File: src/rtl/fifo_stream_reader.sv
// Pops a 1-cycle-latency FIFO into a 2-entry buffer and streams it valid/ready at 1 word/clk, M_LAST every PKT_LEN beats.
// Define FIFO_RD_STATS_EN to add saturating word_cnt / stall_cnt statistics outputs.
module fifo_stream_reader #(
  parameter int DW      = 16,
  parameter int PKT_LEN = 8
) (
  input  logic          clk,
  input  logic          rst_n,
  input  logic          en,
  output logic          fifo_rd,
  input  logic [DW-1:0] fifo_dout,
  input  logic          fifo_empty,
  output logic          m_valid,
  input  logic          m_ready,
  output logic [DW-1:0] m_data,
  output logic          m_last,
`ifdef FIFO_RD_STATS_EN
  output logic [31:0]   word_cnt,
  output logic [31:0]   stall_cnt,
`endif
  output logic          busy
);

  typedef enum logic [1:0] {IDLE, RUN, DRAIN} state_t;

  localparam logic [7:0] LAST_BEAT = 8'(PKT_LEN - 1);

  state_t        state;
  logic [1:0]    occ;
  logic          inflight;
  logic [DW-1:0] buf_head;
  logic [DW-1:0] buf_tail;
  logic [7:0]    beat_cnt;
  logic          pop;
  logic [2:0]    pending;

  assign pop     = m_valid & m_ready;
  assign pending = {1'b0, occ} + {2'b00, inflight};
  // A slot freed by this cycle's pop can already be claimed by a new read.
  assign fifo_rd = (state == RUN) & ~fifo_empty & (pending < (3'd2 + {2'b00, pop}));
  assign m_valid = (occ != 2'd0);
  assign m_data  = buf_head;
  assign m_last  = m_valid & (beat_cnt == LAST_BEAT);

  always_ff @(posedge clk or negedge rst_n) begin
    if (!rst_n) begin
      state <= IDLE;
      busy  <= 1'b0;
    end else begin
      case (state)
        IDLE: begin
          if (en) begin
            state <= RUN;
            busy  <= 1'b1;
          end
        end
        RUN: begin
          if (!en) state <= DRAIN;
        end
        DRAIN: begin
          if (en) begin
            state <= RUN;
          end else if (!inflight && occ == 2'd0) begin
            state <= IDLE;
            busy  <= 1'b0;
          end
        end
        default: begin
          state <= IDLE;
          busy  <= 1'b0;
        end
      endcase
    end
  end

  always_ff @(posedge clk or negedge rst_n) begin
    if (!rst_n) begin
      occ      <= 2'd0;
      inflight <= 1'b0;
      buf_head <= '0;
      buf_tail <= '0;
    end else begin
      inflight <= fifo_rd;
      case ({inflight, pop})
        2'b10: begin
          if (occ == 2'd0) buf_head <= fifo_dout;
          else             buf_tail <= fifo_dout;
          occ <= occ + 2'd1;
        end
        2'b01: begin
          buf_head <= buf_tail;
          occ      <= occ - 2'd1;
        end
        2'b11: begin
          if (occ == 2'd1) begin
            buf_head <= fifo_dout;
          end else begin
            buf_head <= buf_tail;
            buf_tail <= fifo_dout;
          end
        end
        default: ;
      endcase
    end
  end

  // Packet position survives EN toggling; only reset restarts it.
  always_ff @(posedge clk or negedge rst_n) begin
    if (!rst_n) begin
      beat_cnt <= 8'd0;
    end else if (pop) begin
      beat_cnt <= (beat_cnt == LAST_BEAT) ? 8'd0 : beat_cnt + 8'd1;
    end
  end

`ifdef FIFO_RD_STATS_EN
  always_ff @(posedge clk or negedge rst_n) begin
    if (!rst_n) begin
      word_cnt  <= 32'd0;
      stall_cnt <= 32'd0;
    end else begin
      if (pop && word_cnt != 32'hFFFF_FFFF)
        word_cnt <= word_cnt + 32'd1;
      if (m_valid && !m_ready && stall_cnt != 32'hFFFF_FFFF)
        stall_cnt <= stall_cnt + 32'd1;
    end
  end
`endif

endmodule

File: config.mk
export PLATFORM = sky130hd
export DESIGN_NAME = fifo_stream_reader
export DESIGN_NICKNAME = d
export VERILOG_FILES = /design/src/rtl/fifo_stream_reader.sv
export SDC_FILE = /design/constraint.sdc
export NUM_CORES = 1
export LEC_CHECK = 0
export BUFFER_PORTS_ARGS = -buffer_cell sky130_fd_sc_hd__buf_2
export CORE_ASPECT_RATIO = 0.7
export CORE_UTILIZATION = 49
export DETAILED_ROUTE_END_ITERATION = 8
export GPL_TIMING_DRIVEN = 1
export PLACE_DENSITY = 0.77
export SETUP_SLACK_MARGIN = 0.4
export SLEW_MARGIN = 20
export SYNTH_ARGS = -nofsm -noshare
export SYNTH_HDL_FRONTEND = slang
export SYNTH_SLANG_ARGS = --single-unit
File: constraint.sdc
create_clock -name clk -period 1.7 [get_ports clk]
set_input_delay 0 -clock clk [delete_from_list [all_inputs] [get_ports clk]]
set_output_delay 0 -clock clk [all_outputs]
set_load 0.02 [all_outputs]
* Word level (Yosys, flattened, before mapping)
Cells that the tools add are included.
** Cells by class
- Bitwise logic cells :: 6
- Order comparisons :: 1
- Eq/ne operators :: 15
- Reduce and logical (&&, ||, !) cells :: 12
- Add/sub/neg operators :: 5
- Multiplexer cells :: 17
** Operator list (count)
- 16-bit 2-to-1 mux :: 4
- 16-bit case mux with 3 select lines :: 1
- 16-bit case mux with 2 select lines :: 1
- 2-bit inequality test, second input constant :: 7
- 8-bit by 1-bit adder with 8-bit output, second input constant :: 1
- 8-bit by 3-bit == test with 1-bit output, second input constant :: 1
- 2-bit 2-to-1 mux :: 4
- 8-bit 2-to-1 mux :: 1
- 2-bit by 1-bit == test with 1-bit output, second input constant :: 3
- 2-bit == test, second input constant :: 3
- 2-bit case mux with 3 select lines :: 1
- 3-bit AND reduction :: 2
- 2-bit nonzero test :: 3
- 1-bit bitwise AND :: 4
- 2-bit logical NOT :: 2
- 2-bit case mux with 2 select lines :: 1
- 4-bit AND reduction :: 1
- 2-bit by 1-bit adder with 3-bit output :: 1
- 2-bit by 1-bit adder with 3-bit output, first input constant :: 1
- 3-bit less-than comparator :: 1
- 1-bit 2-to-1 mux :: 3
- 3-bit inequality test, second input constant :: 1
- 1-bit case mux with 3 select lines :: 1
- 3-bit nonzero test :: 1
- other kinds (6) :: 7
** Storage, ports and cells
- Register bits after elaboration :: 46
- Bits of input ports :: 21
- Logic and storage cells :: 63

* Logic depth before layout (Yosys ltp)
Gate-level depths: netlist of run 1.
- Depth after elaboration :: 5
- Mapped depth :: 7

* Worst setup path after synthesis of run 1
Ideal clock, no wire load.
- Path kind :: reg2reg
- Start :: reg occ[0]
- End :: reg inflight
- Library setup time :: 210 ps
- Arrival time :: 1858 ps
- Buffers on the path :: 0
- Setup slack :: -368 ps
- Cell stages (with the launch flop) :: 6
- Data required time :: 1490 ps
- Path through :: dfrtp_1 -> inv_1 -> ha_1 -> nand2b_1 -> o21ai_0 -> nor4b_1
** Between the ends
- Cells in the longest elaborated chain, start to end :: 5
** Ends and longest elaborated chain
- start: declaration :: RTL line 29 : logic [1:0] occ;
- start signal: assignment :: RTL line 88 : occ <= occ + 2'd1;
- start signal: assignment :: RTL line 92 : occ <= occ - 2'd1;
- 2-bit nonzero test :: RTL line 41 : assign m_valid = (occ != 2'd0);
- 1-bit bitwise AND :: RTL line 37 : assign pop = m_valid & m_ready;
- 2-bit by 1-bit adder with 3-bit output :: RTL line 40 : assign fifo_rd = (state == RUN) & ~fifo_empty & (pending < (3'd2 + {2'b00, pop}));
- 3-bit less-than comparator (*) :: RTL line 40
- 1-bit bitwise AND (*) :: RTL line 40
- named net fifo_rd :: RTL line 10 : output logic fifo_rd,
- end signal: assignment :: RTL line 83 : inflight <= fifo_rd;
- end: declaration :: RTL line 30 : logic inflight;
The timed path passes the listed nets; every way through them passes the cells marked *.
A chain may end at the register's enable or synchronous reset.

* Worst setup path after layout of run 1
- Start :: reg occ[1]
- End :: reg buf_head[12], in the netlist m_data[12]
** Between the ends
- Cells in the longest elaborated chain, start to end :: 5
** Ends and longest elaborated chain
- 2-bit nonzero test :: RTL line 41
- 1-bit bitwise AND :: RTL line 37
- 2-bit == test / 2-bit by 1-bit == test with 1-bit output (equally long branches) :: RTL line 84 : case ({inflight, pop})
- 2-bit inequality test (no line) / 3-bit nonzero test (equally long branches)
- 2-bit AND reduction (no line)
- end signal: assignment :: RTL line 86 : if (occ == 2'd0) buf_head <= fifo_dout;
- end signal: assignment :: RTL line 91 : buf_head <= buf_tail;
- end signal: assignment :: RTL line 96 : buf_head <= fifo_dout;
- end: declaration :: RTL line 31 : logic [DW-1:0] buf_head;
Several ways; a longest one is shown, not always the timed one.

==> results of run 1 <==
final timing paths:
check                      slack (ns)     endpoint  cells after the start  startpoint
max                             -0.04   m_data[12]                      8      occ[1]
min in group asynchronous        0.31  buf_tail[1]                      3       rst_n
min reg2reg                      0.48    m_data[3]                      2   m_data[3]
max in group asynchronous        0.96     inflight                      3       rst_n
max reg2reg                     -0.04   m_data[12]                      8      occ[1]
min                              0.03       occ[1]                      2     m_ready
worst max-delay path, cell delays in order, from the launching register on:
cell     delay (ns)
dfrtp_1        0.40
inv_2          0.14
ha_4           0.18
and2b_2        0.25
a21oi_4        0.21
buf_6          0.14
buf_6          0.10
buf_16         0.13
o21ai_2        0.08
metrics by stage:
step	cells	total power, W	hold WS [ns]	setup slack, ns
CTS	323	0.00551	0.00620	0.0589
global route	329	0.00659	0.0316	-0.0562
finish	329	0.00630	0.0264	-0.0378
detailed placement	273	0.00379	0.123	0.0255
global placement	273	0.00375	0.122	0.106
floorplan	184	0.00329	-0.296	0.137
what timing repair did:
item,4_1_cts,5_1_grt
pin swaps,25,18
hold endpoints to repair,67,0
gates cloned,4,1
endpoints found under the setup margin,45,45
hold buffers,19,0
setup buffers,19,5
resized for setup,60,53
state kept, by name, summed over array words and instances (netlist names):
name and flops:
busy 1, inflight 1, occ 2, beat_cnt 8, buf_tail 16, state 2, m_data 16
cells in the mapped netlist (2+ instances only):
library cell	instances
dfrtp_1	46
nand2_1	28
o21ai_0	18
mux2i_1	17
mux2_4	10
ha_1	7
mux2_2	6
xnor2_1	5
inv_1	4
nand3_1	4
a21oi_1	3
buf_4	3
nand2b_1	3
nor2_1	3
and2b_1	2
and3_1	2
nand4_1	2
o21ai_1	2
kinds of logic (layout without fill, tap and decap cells):
logic type	Yosys count	count (layout)
and+or+nand+nor	52	53
DFF	46	46
muxes	33	33
AOI/OAI and AO/OA	29	29
buffers and inverters	11	103
adders and majority gates	7	7
xor gates and xnor gates	6	6
power groups by stage:
stage	sequential (W)	combinational (W)	clock [W]
floorplan	0.00205	0.00124	0
global placement	0.00187	0.00188	0
detailed placement	0.00189	0.00191	0
CTS	0.00189	0.00279	0.000828
global route	0.00204	0.00368	0.000871
finish	0.00199	0.00348	0.000827
routing by layer:
metal  global-route usage (%)  up-vias
met3                     5.51       15
met1                     38.3      941
met4                     7.40        0
li1                         -      825
met5                        0        -
met2                     41.0       74
final cells by class:
class,instances,area [um^2]
clock buffers,6,72.6
clock inverters,2,37.5
multi-input cells,128,1320
well taps,52,65.1
inverters,4,20.0
fillers,191,587
repair buffers,91,830
flip-flops and latches,46,1150
==> run metrics, run 1 <==
die area 4700 um^2; crit path capture type flop; post-synthesis mux area share between 10% and 20%; Tmin final approximately 1.7 ns; largest cells by area after synthesis dfrtp_1 (53%), mux2i_1 (7.8%), mux2_4 (6.9%); YS warnings 0; Final Util 85.6%; Layout area overhead 61.3%; post-synthesis xor/xnor area fraction 2.42%; Clock Latency Late Sink 0.31 ns; Layout Nets around 300; peak supply drop roughly 1.4 mV; final worst path period share 102%; max frequency 0.575 GHz; die width a little over 80 um; clock slew at reported path FFs ~0.09 ns; sequential area share after synthesis ~53%; final setup fails 7; startpoint types flop; ys async rst share 100%; Hold Path Class input port to flop; post-synthesis simple-gate area fraction a little under an eighth; P per Cell Area between 1500 and 2000 nW/um^2; wire per inst approximately 21 um; CP Data Required Time between 1.5 and 2 ns; DRC violations left 0; P_int ~0.0038 W; Mapped Area approximately 2200 um^2; ys flop type dfrtp_1; Logic pwr share roughly 55%; TritonCTS Buffers 5; clock buffer depth 2; Final HPWL DP around 2.7 mm; Sw Ratio between 30 and 40%; post-route cell area 3500 um^2; Yosys top cell area share around 53%; DR pass1 iterations 4; RSZ-0062 raised after global routing true; largest net degree at the start of global routing 47; CTS tree done; Root Driver clkbuf_8; Synth Area in Adders 4.03%; most frequent cells in the layout dfrtp_1 (44), buf_2 (38), dlygate4sd3_1 (19), o21ai_2 (15), buf_4 (14); cell taking the most area after synthesis dfrtp_1; top layer reached by signal wires met4; Final Routed Wirelength approximately 7.0 mm; Max-cap violations 0; antenna cell count 0; Routed Antenna Nets 0; Core ar. 4090 um^2; setup tns final -0.123 ns; post-DR vias/cell ~5.6; I/O pins 41; WP data arrival 1.94 ns; max-slew violation count 0; CTS H-tree lvls 2; first-pass GRT wire length between 8 and 9 mm; clock share of power 13.1%; Syn Nets approximately 210; TritonCTS Sinks 46; Final Hold Viols 0; Switch Pwr around 0.0025 W; initial antenna violation count 0; Avg Synthesized Cell Area between 10 and 15 um^2; GP Congestion between 0.8 and 0.9; dominant combinational cell family by area after synthesis multiplexers; metal2 WL 3.41 mm; Die Span Y between 50 and 60 um; Slew @ Worst Pin approximately 0.58 ns; PnR worst setup slack -0.0378 ns; Mapped Cells 184; routed via count 1,855; max_slew headroom 61.1%; type of the worst setup path flop to flop; met3 routed WL ~440 um; First DRT Iteration DRCs between 90 and 100; layout cell share with drive strength beyond 1 a little under 60%; vias in the first global route between 1,500 and 2,000; Post-synth EDFFs 0; Critical Path Fanout Max 8; Compound-Gate Fraction of Synth Area approximately 7.4%; FF+latch count, synth 46; Seq pwr share 31.6%; Layout Skew 0.00840 ns; aggregate global routing overflow 0; Buffers on Ports 40; GRT Resource Usage Total between 20% and 30%; floorplan row count 19; Initial Util 53.1%; status finished, violations left; synth unique cells 37; Pleak ~1.7 nW; placed cell area 2470 um^2; failing checks negative setup slack; WL met1 roughly 3 mm; commonest non-fill, non-tap cell in the layout dfrtp_1
No activity file was read; power rests on OpenSTA's default activity.
==> run 2, diff against run 1 <==
- RECOVER_POWER: not set -> 25
==> run 2 against run 1 <==
  * Largest cell class unchanged
  * First-iteration DRC count is the same
  * Routed wire length is essentially flat
  * Global-route usage is the same
  * The flow still finishes with violations (negative setup slack)
  * Critical path type unchanged
  * Non-clock buffer count is the same
  * Cell area is essentially flat
==> run metrics, run 2 (synthesized netlist as in run 1, its figures left out) <==
status finished, violations left; failing checks negative setup slack; Hold Path Depth 2; r2r endpoint m_data[12]; GRT Resource Usage Total between 20% and 30%; PnR worst setup slack -0.0378 ns; WP data arrival between 1.5 and 2 ns; final setup fails 7; wire per inst approximately 21 um; Slew @ Worst Pin approximately 1.1 ns; Pleak about 1.7 nW; crit path capture type flop; Hold Startpoint m_ready; Critical Path Fanout Max 8; Reg2Reg Depth 8; Final Hold Viols 0; Die Span Y slightly below 60 um; P per Cell Area 1800 nW/um^2; Design Power 0.00630 W; CTS H-tree lvls 2; aggregate global routing overflow 0; final worst path period share 102%; first-pass GRT wire length about 9.0 mm; peak supply drop around 1.4 mV; Layout Skew 0.00840 ns; Max-cap violations 0; Crit. Startpoint occ[1]; Root Driver clkbuf_8; initial antenna violation count 0; CP Data Required Time approximately 1.9 ns; Top delay family on crit path buffers and inverters; I/O pins 41; Layout area overhead 61.2%; max-slew violation count 0; Final HPWL DP between 2 and 3 mm; startpoint types flop; Clock Latency Late Sink 0.31 ns; Buffers on Ports 40; CTS tree done; antenna cell count 0; max frequency approximately 0.58 GHz; die area between 4000 and 5000 um^2; crit-path cells inv_2, ha_4, and2b_2, a21oi_4, buf_6, buf_6, buf_16, o21ai_2; largest net degree at the start of global routing 47; most frequent cells in the layout dfrtp_1 (44), buf_2 (38), dlygate4sd3_1 (19), o21ai_2 (15); Core ar. 4090 um^2; Layout Nets around 300; CP max stage delay approximately 0.40 ns; DRC violations left 0; commonest non-fill, non-tap cell in the layout dfrtp_1; Post-Layout Cell Count between 300 and 400; max_slew headroom around a quarter; die width roughly 82 um; RSZ-0062 raised after global routing true; CP dominant cell by count buf_6; placed cell count 273; type of the worst setup path flop to flop; CP max-delay cell dfrtp_1; TritonCTS Sinks 46; Routed Antenna Nets 0; floorplan row count 19; routed via count 1,855; TritonCTS Buffers 5; First DRT Iteration DRCs 96; Final Routed Wirelength about 7 mm; vias in the first global route about 1,800; clock slew at reported path FFs ~0.09 ns; worst slack at placement approximately 0.026 ns; Hold Path Class input port to flop; CP Buf/Inv Count 4; GP Congestion about 0.87; Initial Util between 50% and 60%; DR pass1 iterations 4; R2R setup slack -0.04 ns; clock buffer depth 2; post-DR vias/cell 5.64; CP Depth 8; Tmin final roughly 1.7 ns; Endpoint, Worst Hold occ[1]; Crit Reg-Reg Startpoint occ[1]; layout cell share with drive strength beyond 1 between 50 and 60%; worst hold margin approximately 0.026 ns
[run 2: worst register-to-register path, stage by stage (launching register included)]
cell and delay, ns:
dfrtp_1 0.40, inv_2 0.14, ha_4 0.18, and2b_2 0.25, a21oi_4 0.21, buf_6 0.14
buf_6 0.10, buf_16 0.13, o21ai_2 0.08
[run 2: timing repair]
action | 4_1_cts | 5_1_grt
gates resized for setup | 60 | 53
setup buffers | 19 | 5
hold buffers | 19 | 0
gates cloned | 4 | 1
endpoints found under the setup margin | 45 | 45
pin swaps | 25 | 18
endpoints found under the hold margin | 67 | 0
[run 2: cell type report]
type / instances / area (um^2)
clock buffers: 6 / 72.6
clock inverters: 2 / 37.5
fillers: 190 / 589
inverters: 4 / 20.0
multi-input cells: 128 / 1320
flip-flops and latches: 46 / 1150
well taps: 52 / 65.1
repair buffers: 91 / 827
[run 2: how the worst max path moves through the flow]
stage | endpoint | slack (ns)
2_1_floorplan | buf_tail[10] | 0.14
3_3_place_gp | buf_tail[5] | 0.11
3_5_place_dp | m_data[5] | 0.03
4_1_cts | fifo_rd | 0.06
5_1_grt | m_data[12] | -0.06
6_report | m_data[12] | -0.04
[run 2: through the flow]
stage                     util (%)  instance area (um^2)  setup TNS, ns
after floorplan                  -                  2210              0
after global placement        60.4                  2470              0
after detailed placement      60.4                  2470              0
after CTS                     79.0                  3230              0
after global routing          85.6                  3500         -0.319
final                         85.6                  3500         -0.123
[run 2: routing by layer]
layer | vias up | global-route usage (%) | wire [um]
li1 | 825 | - | -
met1 | 941 | 38.3 | 2960
met2 | 74 | 41.0 | 3410
met3 | 15 | 5.51 | 435
met4 | 0 | 7.40 | 155
met5 | - | 0 | 0
[run 2: power breakdown]
group	switching, W	internal [W]	leakage [nW]
clock network	0.000388	0.000439	0.0514
registers	0.000425	0.00157	0.563
logic	0.00168	0.00180	1.05
total	0.00249	0.00381	1.66
